### src/rtl/tx_frame_sched.sv
// tx_frame_sched
// ----------------------------------------------------------------------------
// Frame-level scheduler that shares the Ethernet TX header chain between two
// AXI-Stream byte sources: src0 (UDP payload) and src1 (ARP reply request).
// Whole frames are granted round-robin. Header configuration is latched once
// per frame, and a fixed idle gap is enforced after each frame's last byte.
//
// Optional feature macro: TX_SCHED_LEN_CHECK_EN
//   Defined   - src0 frames are byte-counted. len_err pulses for one cycle
//               after a src0 tlast whose frame length differs from s0_len.
//   Undefined - no counter is built and len_err is tied low.
//
// Ports
//   s_axis_aclk                 sole clock
//   rst                         asynchronous active-high reset
//   s0_*  (tdata/tvalid/tready/tlast/tuser), s0_len   UDP payload source
//   s1_*  (tdata/tvalid/tready/tlast/tuser)           ARP request source
//   m_axis_* (tdata/tvalid/tready/tlast/tuser)        to header chain
//   udp_enable/ip_enable/arp_enable                   header inserter enables
//   eth_type, UDP_TotLen, IP_TotLen                   per-frame header fields
//   busy                        high in any state other than IDLE
//   len_err                     one-cycle length-mismatch pulse
// ----------------------------------------------------------------------------
module tx_frame_sched #(
    parameter int          IFG_CYCLES   = 12,
    parameter logic [15:0] ETH_TYPE_IP  = 16'h0800,
    parameter logic [15:0] ETH_TYPE_ARP = 16'h0806
) (
    input  logic        s_axis_aclk,
    input  logic        rst,
    input  logic [7:0]  s0_tdata,
    input  logic        s0_tvalid,
    output logic        s0_tready,
    input  logic        s0_tlast,
    input  logic        s0_tuser,
    input  logic [15:0] s0_len,
    input  logic [7:0]  s1_tdata,
    input  logic        s1_tvalid,
    output logic        s1_tready,
    input  logic        s1_tlast,
    input  logic        s1_tuser,
    output logic [7:0]  m_axis_tdata,
    output logic        m_axis_tvalid,
    input  logic        m_axis_tready,
    output logic        m_axis_tlast,
    output logic        m_axis_tuser,
    output logic        udp_enable,
    output logic        ip_enable,
    output logic        arp_enable,
    output logic [15:0] eth_type,
    output logic [15:0] UDP_TotLen,
    output logic [15:0] IP_TotLen,
    output logic        busy,
    output logic        len_err
);

    typedef enum logic [1:0] {
        ST_IDLE,
        ST_GRANT,
        ST_XFER,
        ST_GAP
    } state_t;

    // Wide enough to hold IFG_CYCLES-1.
    localparam int CNT_W = (IFG_CYCLES > 1) ? $clog2(IFG_CYCLES) : 1;

    state_t             state_reg, state_next;
    logic [CNT_W-1:0]   gap_cnt_reg, gap_cnt_next;
    logic               sel_reg;
    logic               last_grant_reg;
    logic               udp_enable_reg, ip_enable_reg, arp_enable_reg;
    logic [15:0]        eth_type_reg, udp_totlen_reg, ip_totlen_reg;

    logic               pick;
    logic               grant_load;
    logic               sel_tvalid, sel_tlast;
    logic               xfer_hs;

    // Round-robin pick: on a tie the source that did not win last time goes;
    // otherwise whichever source is valid.
    assign pick       = s1_tvalid & (~s0_tvalid | ~last_grant_reg);
    assign grant_load = (state_reg == ST_IDLE) && (s0_tvalid || s1_tvalid);

    assign sel_tvalid = sel_reg ? s1_tvalid : s0_tvalid;
    assign sel_tlast  = sel_reg ? s1_tlast  : s0_tlast;
    assign xfer_hs    = (state_reg == ST_XFER) && sel_tvalid && m_axis_tready;

    assign busy       = (state_reg != ST_IDLE);
    assign udp_enable = udp_enable_reg;
    assign ip_enable  = ip_enable_reg;
    assign arp_enable = arp_enable_reg;
    assign eth_type   = eth_type_reg;
    assign UDP_TotLen = udp_totlen_reg;
    assign IP_TotLen  = ip_totlen_reg;

    always_ff @(posedge s_axis_aclk or posedge rst) begin
        if (rst) begin
            state_reg   <= ST_IDLE;
            gap_cnt_reg <= '0;
        end else begin
            state_reg   <= state_next;
            gap_cnt_reg <= gap_cnt_next;
        end
    end

    always_comb begin
        state_next    = state_reg;
        gap_cnt_next  = gap_cnt_reg;
        m_axis_tdata  = 8'h00;
        m_axis_tvalid = 1'b0;
        m_axis_tlast  = 1'b0;
        m_axis_tuser  = 1'b0;
        s0_tready     = 1'b0;
        s1_tready     = 1'b0;
        case (state_reg)
            ST_IDLE: begin
                if (s0_tvalid || s1_tvalid) begin
                    state_next = ST_GRANT;
                end
            end
            ST_GRANT: begin
                state_next = ST_XFER;
            end
            ST_XFER: begin
                // Pure pass-through of the granted source; the other source
                // is held off until the frame's tlast handshake.
                if (sel_reg) begin
                    m_axis_tdata  = s1_tdata;
                    m_axis_tvalid = s1_tvalid;
                    m_axis_tlast  = s1_tlast;
                    m_axis_tuser  = s1_tuser;
                    s1_tready     = m_axis_tready;
                end else begin
                    m_axis_tdata  = s0_tdata;
                    m_axis_tvalid = s0_tvalid;
                    m_axis_tlast  = s0_tlast;
                    m_axis_tuser  = s0_tuser;
                    s0_tready     = m_axis_tready;
                end
                if (xfer_hs && sel_tlast) begin
                    if (IFG_CYCLES == 0) begin
                        state_next = ST_IDLE;
                    end else begin
                        state_next   = ST_GAP;
                        gap_cnt_next = CNT_W'(IFG_CYCLES - 1);
                    end
                end
            end
            ST_GAP: begin
                if (gap_cnt_reg == '0) begin
                    state_next = ST_IDLE;
                end else begin
                    gap_cnt_next = gap_cnt_reg - CNT_W'(1);
                end
            end
            default: begin
                state_next = ST_IDLE;
            end
        endcase
    end

    // Per-frame configuration is captured on the IDLE->GRANT edge so it is
    // already valid while in GRANT, and it is held until the next grant.
    always_ff @(posedge s_axis_aclk or posedge rst) begin
        if (rst) begin
            sel_reg        <= 1'b0;
            last_grant_reg <= 1'b1;
            udp_enable_reg <= 1'b0;
            ip_enable_reg  <= 1'b0;
            arp_enable_reg <= 1'b0;
            eth_type_reg   <= 16'h0000;
            udp_totlen_reg <= 16'h0000;
            ip_totlen_reg  <= 16'h0000;
        end else if (grant_load) begin
            sel_reg        <= pick;
            last_grant_reg <= pick;
            if (pick) begin
                udp_enable_reg <= 1'b0;
                ip_enable_reg  <= 1'b0;
                arp_enable_reg <= 1'b1;
                eth_type_reg   <= ETH_TYPE_ARP;
                udp_totlen_reg <= 16'h0000;
                ip_totlen_reg  <= 16'h0000;
            end else begin
                udp_enable_reg <= 1'b1;
                ip_enable_reg  <= 1'b1;
                arp_enable_reg <= 1'b0;
                eth_type_reg   <= ETH_TYPE_IP;
                // 16-bit modulo sums; oversize payloads wrap silently.
                udp_totlen_reg <= s0_len + 16'd8;
                ip_totlen_reg  <= s0_len + 16'd28;
            end
        end
    end

`ifdef TX_SCHED_LEN_CHECK_EN
    logic [15:0] byte_cnt_reg;
    logic [15:0] len_reg;
    logic        len_err_reg;

    always_ff @(posedge s_axis_aclk or posedge rst) begin
        if (rst) begin
            byte_cnt_reg <= 16'h0000;
            len_reg      <= 16'h0000;
            len_err_reg  <= 1'b0;
        end else begin
            len_err_reg <= 1'b0;
            if (grant_load) begin
                byte_cnt_reg <= 16'h0000;
                len_reg      <= s0_len;
            end else if (xfer_hs && !sel_reg) begin
                byte_cnt_reg <= byte_cnt_reg + 16'd1;
                // The tlast byte itself is not yet in the count.
                if (s0_tlast && ((byte_cnt_reg + 16'd1) != len_reg)) begin
                    len_err_reg <= 1'b1;
                end
            end
        end
    end

    assign len_err = len_err_reg;
`else
    assign len_err = 1'b0;
`endif

endmodule

### config.mk
export PLATFORM = sky130hd
export DESIGN_NAME = tx_frame_sched
export DESIGN_NICKNAME = d
export VERILOG_FILES = /design/src/rtl/tx_frame_sched.sv
export SDC_FILE = /design/constraint.sdc
export NUM_CORES = 1
export LEC_CHECK = 0
export ABC_AREA = 0
export BUFFER_PORTS_ARGS = -buffer_cell sky130_fd_sc_hd__buf_2
export CORE_ASPECT_RATIO = 1.4
export CORE_UTILIZATION = 50
export DETAILED_ROUTE_END_ITERATION = 8
export GPL_TIMING_DRIVEN = 0
export PLACE_DENSITY = 0.89
export SLEW_MARGIN = 20
export SYNTH_ARGS = -nofsm -noshare
export SYNTH_HDL_FRONTEND = slang
export SYNTH_SLANG_ARGS = --single-unit
export TNS_END_PERCENT = 100
### constraint.sdc
create_clock -name s_axis_aclk -period 3.2 [get_ports s_axis_aclk]
set_input_delay 0.64 -clock s_axis_aclk [delete_from_list [all_inputs] [get_ports s_axis_aclk]]
set_output_delay 0.64 -clock s_axis_aclk [all_outputs]
set_load 0.01 [all_outputs]
# Yosys cells after proc, flatten, opt, wreduce, memory -nomap -nowiden
# Cells that the tools add are included.
dict set report classes {
  n_addsub 3
  eq_ne 7
  mux 24
  bitwise 4
  reduce_logical 11
}
# cell n
set op_table {}
lappend op_table {{16-bit two-way mux} 2}
lappend op_table {{16-bit by 4-bit adder with 16-bit output (second input constant)} 1}
lappend op_table {{16-bit by 5-bit adder with 16-bit output (second input constant)} 1}
lappend op_table {{8-bit two-way mux} 2}
lappend op_table {{1-bit two-way mux} 12}
lappend op_table {{4-bit two-way mux} 2}
lappend op_table {{2-bit case mux with 4 select lines} 1}
lappend op_table {{4-bit case mux with 2 select lines} 1}
lappend op_table {{2-bit two-way mux} 3}
lappend op_table {{3-bit AND reduction} 2}
lappend op_table {{2-bit equality test (second input constant)} 2}
lappend op_table {{1-bit logical AND} 4}
lappend op_table {{4-bit zero test} 1}
lappend op_table {{2-bit by 1-bit inequality test with 1-bit output (second input constant)} 2}
lappend op_table {{2-bit inequality test (second input constant)} 2}
lappend op_table {{2-bit nonzero test} 2}
lappend op_table {{4-bit by 1-bit subtractor with 4-bit output (second input constant)} 1}
lappend op_table {{3-bit two-way mux} 1}
lappend op_table {{2-bit by 1-bit equality test with 1-bit output (second input constant)} 1}
lappend op_table {{2-bit zero test} 1}
lappend op_table {{1-bit inverter} 2}
lappend op_table {{1-bit AND} 1}
lappend op_table {{1-bit logical OR} 1}
lappend op_table {{1-bit bitwise OR} 1}
dict set report word_totals {
  reg_bits 58
  inputBits 41
  word_cells 58
}

# Logic depth before layout (Yosys ltp)
dict set report logic_depth {
  depth_word 6
  mapped_depth 7
}

# Least setup slack after synthesis
# Ideal clock, no wire load.
dict set report synth_path {
  kind {register to output}
  startpoint {reg, netlist name eth_type[2]}
  endpoint {out m_axis_tdata[0]}
  t_arrival_ns 1.337
  required_ns 2.560
  slack_ns 1.223
  stages_incl_launch_ff 5
  path_cell_list {dfrtp_1 -> buf_2 -> buf_1 -> mux2i_1 -> nor2b_1}
}
# element line
set synth_rtl {}
lappend synth_rtl {{to (decl)} 42} ;# output logic [7:0] m_axis_tdata,

==> flow_summary.ini <==
[sta]
fin_ws_ns = 0.6704
min_period_over_period = 0.7905
tns_ns = 0
setup_viol = 0
rsz0062_at_grt = no
final.setup_skew_ns = 0.009087
drv_slew = 0
worstMarginPinSlew_ns = 0.6366
fin_crit_ns = 2.530
relSlewSlack = 0.5756
fmax_mhz = 395.3
hold_viol = 0

[finish]
drive_gt1_frac = 0.3222
syn2layout_area_growth_pct = 27.59
largest_reg_flops = 16
num-nets-final = 438
fillers = 433
n_antenna_cell = 0

[outcome]
status = complete, no violations

[grt]
track_usage = 0.2544
antenna_found_initial = 0
grt_pass1_wl_um = 9956
grt_max_degree = 29
grt_pass1_vias = 2278
grt_overflow = 0

[placed_design]
gp_congestion = 0.8521
place_ws_ns = 0.9657
post-dp-hpwl_um = 4941
io_buffer_count = 88

[clock_tree]
cts_setup_buffers = 0
cts.sinks = 40
clk_latency_ns = 0.29
cts_tree = built
ctsResizeCount = 0
htree_num_levels = 2
numCtsBuffers = 5
clock_tree.root_cell = clkbuf_8
postCtsHoldBufs = 0
clockBufferDepth = 2
clk_pin_slew_ns = 0.08

[drt]
drtAntennaViolNets = 0
drtIter0Drc = 103
vias_per_cell = 5.219
drt_wl_total_um = 6196
drc = 0
via_count = 2359
drtPass1Iterations = 6
wire_per_inst_um = 13.71

[floorplanning]
start_util = 0.5172
die-area_um2 = 5260
fp.coreArea_um2 = 4805
rows = 30
ios = 107
die_h_um = 85.41
die_w_um = 61.58

[yosys]
post_synth_num_cell_types = 43
ys_seq_area_frac = 0.4033
synthFlopType = dfrtp_1
yosys_warnings = 0
synthArstFlopShare = 1.000
synth.top_cell.area_share = 0.3927
synthTopCellsByArea = dfrtp_1 39%, buf_4 6.0%, nand2_1 6.0%
syn-instance-count = 279
avgSynthCellArea_um2 = 8.906
synth_top_area_cell = dfrtp_1
synth-seq-cells = 40
synth_edf_count = 0
synthesis.area_um2 = 2485

[critical_path]
r2r-start = gap_cnt_reg[1]$_DFFE_PP0P_
start_kind = flop
endpoint_kind = output pin
worstSetupPathType = flop to output pin
crit_required_ns = 2.56
crit_start = eth_type[2]$_DFFE_PP0P_
arrival_ns = 1.89
crit_path_max_fanout = 10

[run]
drv_cap = 0

[power]
ir_worst_vdd_uv = 391.2
leakagePower_uw = 0.001649
p_per_area_nw_per_um2 = 755.1

[min_path]
hold_path.class = primary input to async pin
-- logic make-up (layout without fill, tap and decap cells) --
group                      after synthesis  in the layout  share of synthesized area
DFF                                     40             40                     0.4033
and+or+nand+nor                         99             99                     0.2009
xor gates and xnor gates                20             20                    0.07049
adders and majority gates                9              9                    0.04532
buffers and inverters                   45            141                     0.1022
AOI/OAI and AO/OA                       55             55                     0.1360
other                                    1             14                   0.001509
muxes                                   10             10                    0.04028
-- synth_stat cells, types with 2 or more instances --
cell and instances:
a31oi_1 3, a221oi_1 3, nor2b_1 11, a21o_1 3
nor3_1 7, mux2i_1 10, inv_1 12, xor2_1 4
a22o_1 4, clkbuf_1 9, a32oi_1 2, nand4_1 4
buf_2 2, nand3_1 6, o21ai_0 27, buf_4 20
nor4_1 2, and3_1 3, nand2b_1 3, ha_1 9
dfrtp_1 39, a21oi_1 7, nand2_1 40, or4_1 2
nor2_1 14, xnor2_1 16
-- worst paths after layout --
path,endpoint,slack (ns),depth (start not counted)
max in group asynchronous,last_grant_reg$_DFFE_PP1P_,2.38,3
setup reg to reg,state_reg[1]$_DFFE_PP0P_,1.23,6
min in group s_axis_aclk,eth_type[11]$_DFFE_PP0P_,0.47,1
hold reg to reg,eth_type[11]$_DFFE_PP0P_,0.47,1
setup / recovery,m_axis_tdata[2],0.67,5
hold / removal,IP_TotLen[10]$_DFFE_PP0P_,0.29,2
-- layer usage --
metal,up-vias,share of wire,track usage
li1,1136,-,-
met1,1106,0.35,0.2515
met2,103,0.56,0.4819
met3,14,0.066,0.05793
met4,0,0.027,0.09697
met5,-,0,0
-- critical path, cell delays in order, from the launching register on --
cell and delay, ns:
dfrtp_1 0.38, buf_2 0.22, buf_1 0.52, mux2i_1 0.29, nor2b_1 0.06, buf_2 0.14
-- cell usage in the layout, fill, tap and decap left out, drive strengths merged, types with 10 or more instances in the layout --
cell	netlist	layout
dfrtp	39	39
mux2i	10	10
nor2b	11	11
xnor2	16	16
o21ai	27	27
clkbuf	9	16
nand2	40	40
nor2	14	14
conb	1	14
buf	24	113
inv	12	12
-- report_power, final --
group	switching, µW	internal (µW)
Clock	165	192
Sequential	123	713
Combinational	687	515
-- area by class of cell --
cell class	count	area [µm²]	area share
multi-input combinational	207	1277	0.4029
sequential	40	1002	0.3161
timing repair buffer	89	460.4	0.1452
buffer	33	209.0	0.06590
clock buffer	7	96.34	0.03039
tap	64	80.08	0.02526
inverter	12	45.04	0.01421
-- through the flow --
stage                     area, µm²    util  std cells  total power [µW]  hold slack [ns]
after CTS                      3171  0.6599        452              2415           0.2911
after global placement         3054  0.6357        444              1994           0.4488
final                          3171  0.6599        452              2394           0.2919
after floorplan                2534       -        292              1611           0.4767
after detailed placement       3074  0.6398        445              2052           0.4566
after global routing           3171  0.6599        452              2598           0.3050
(Power assumes the default switching activity.)
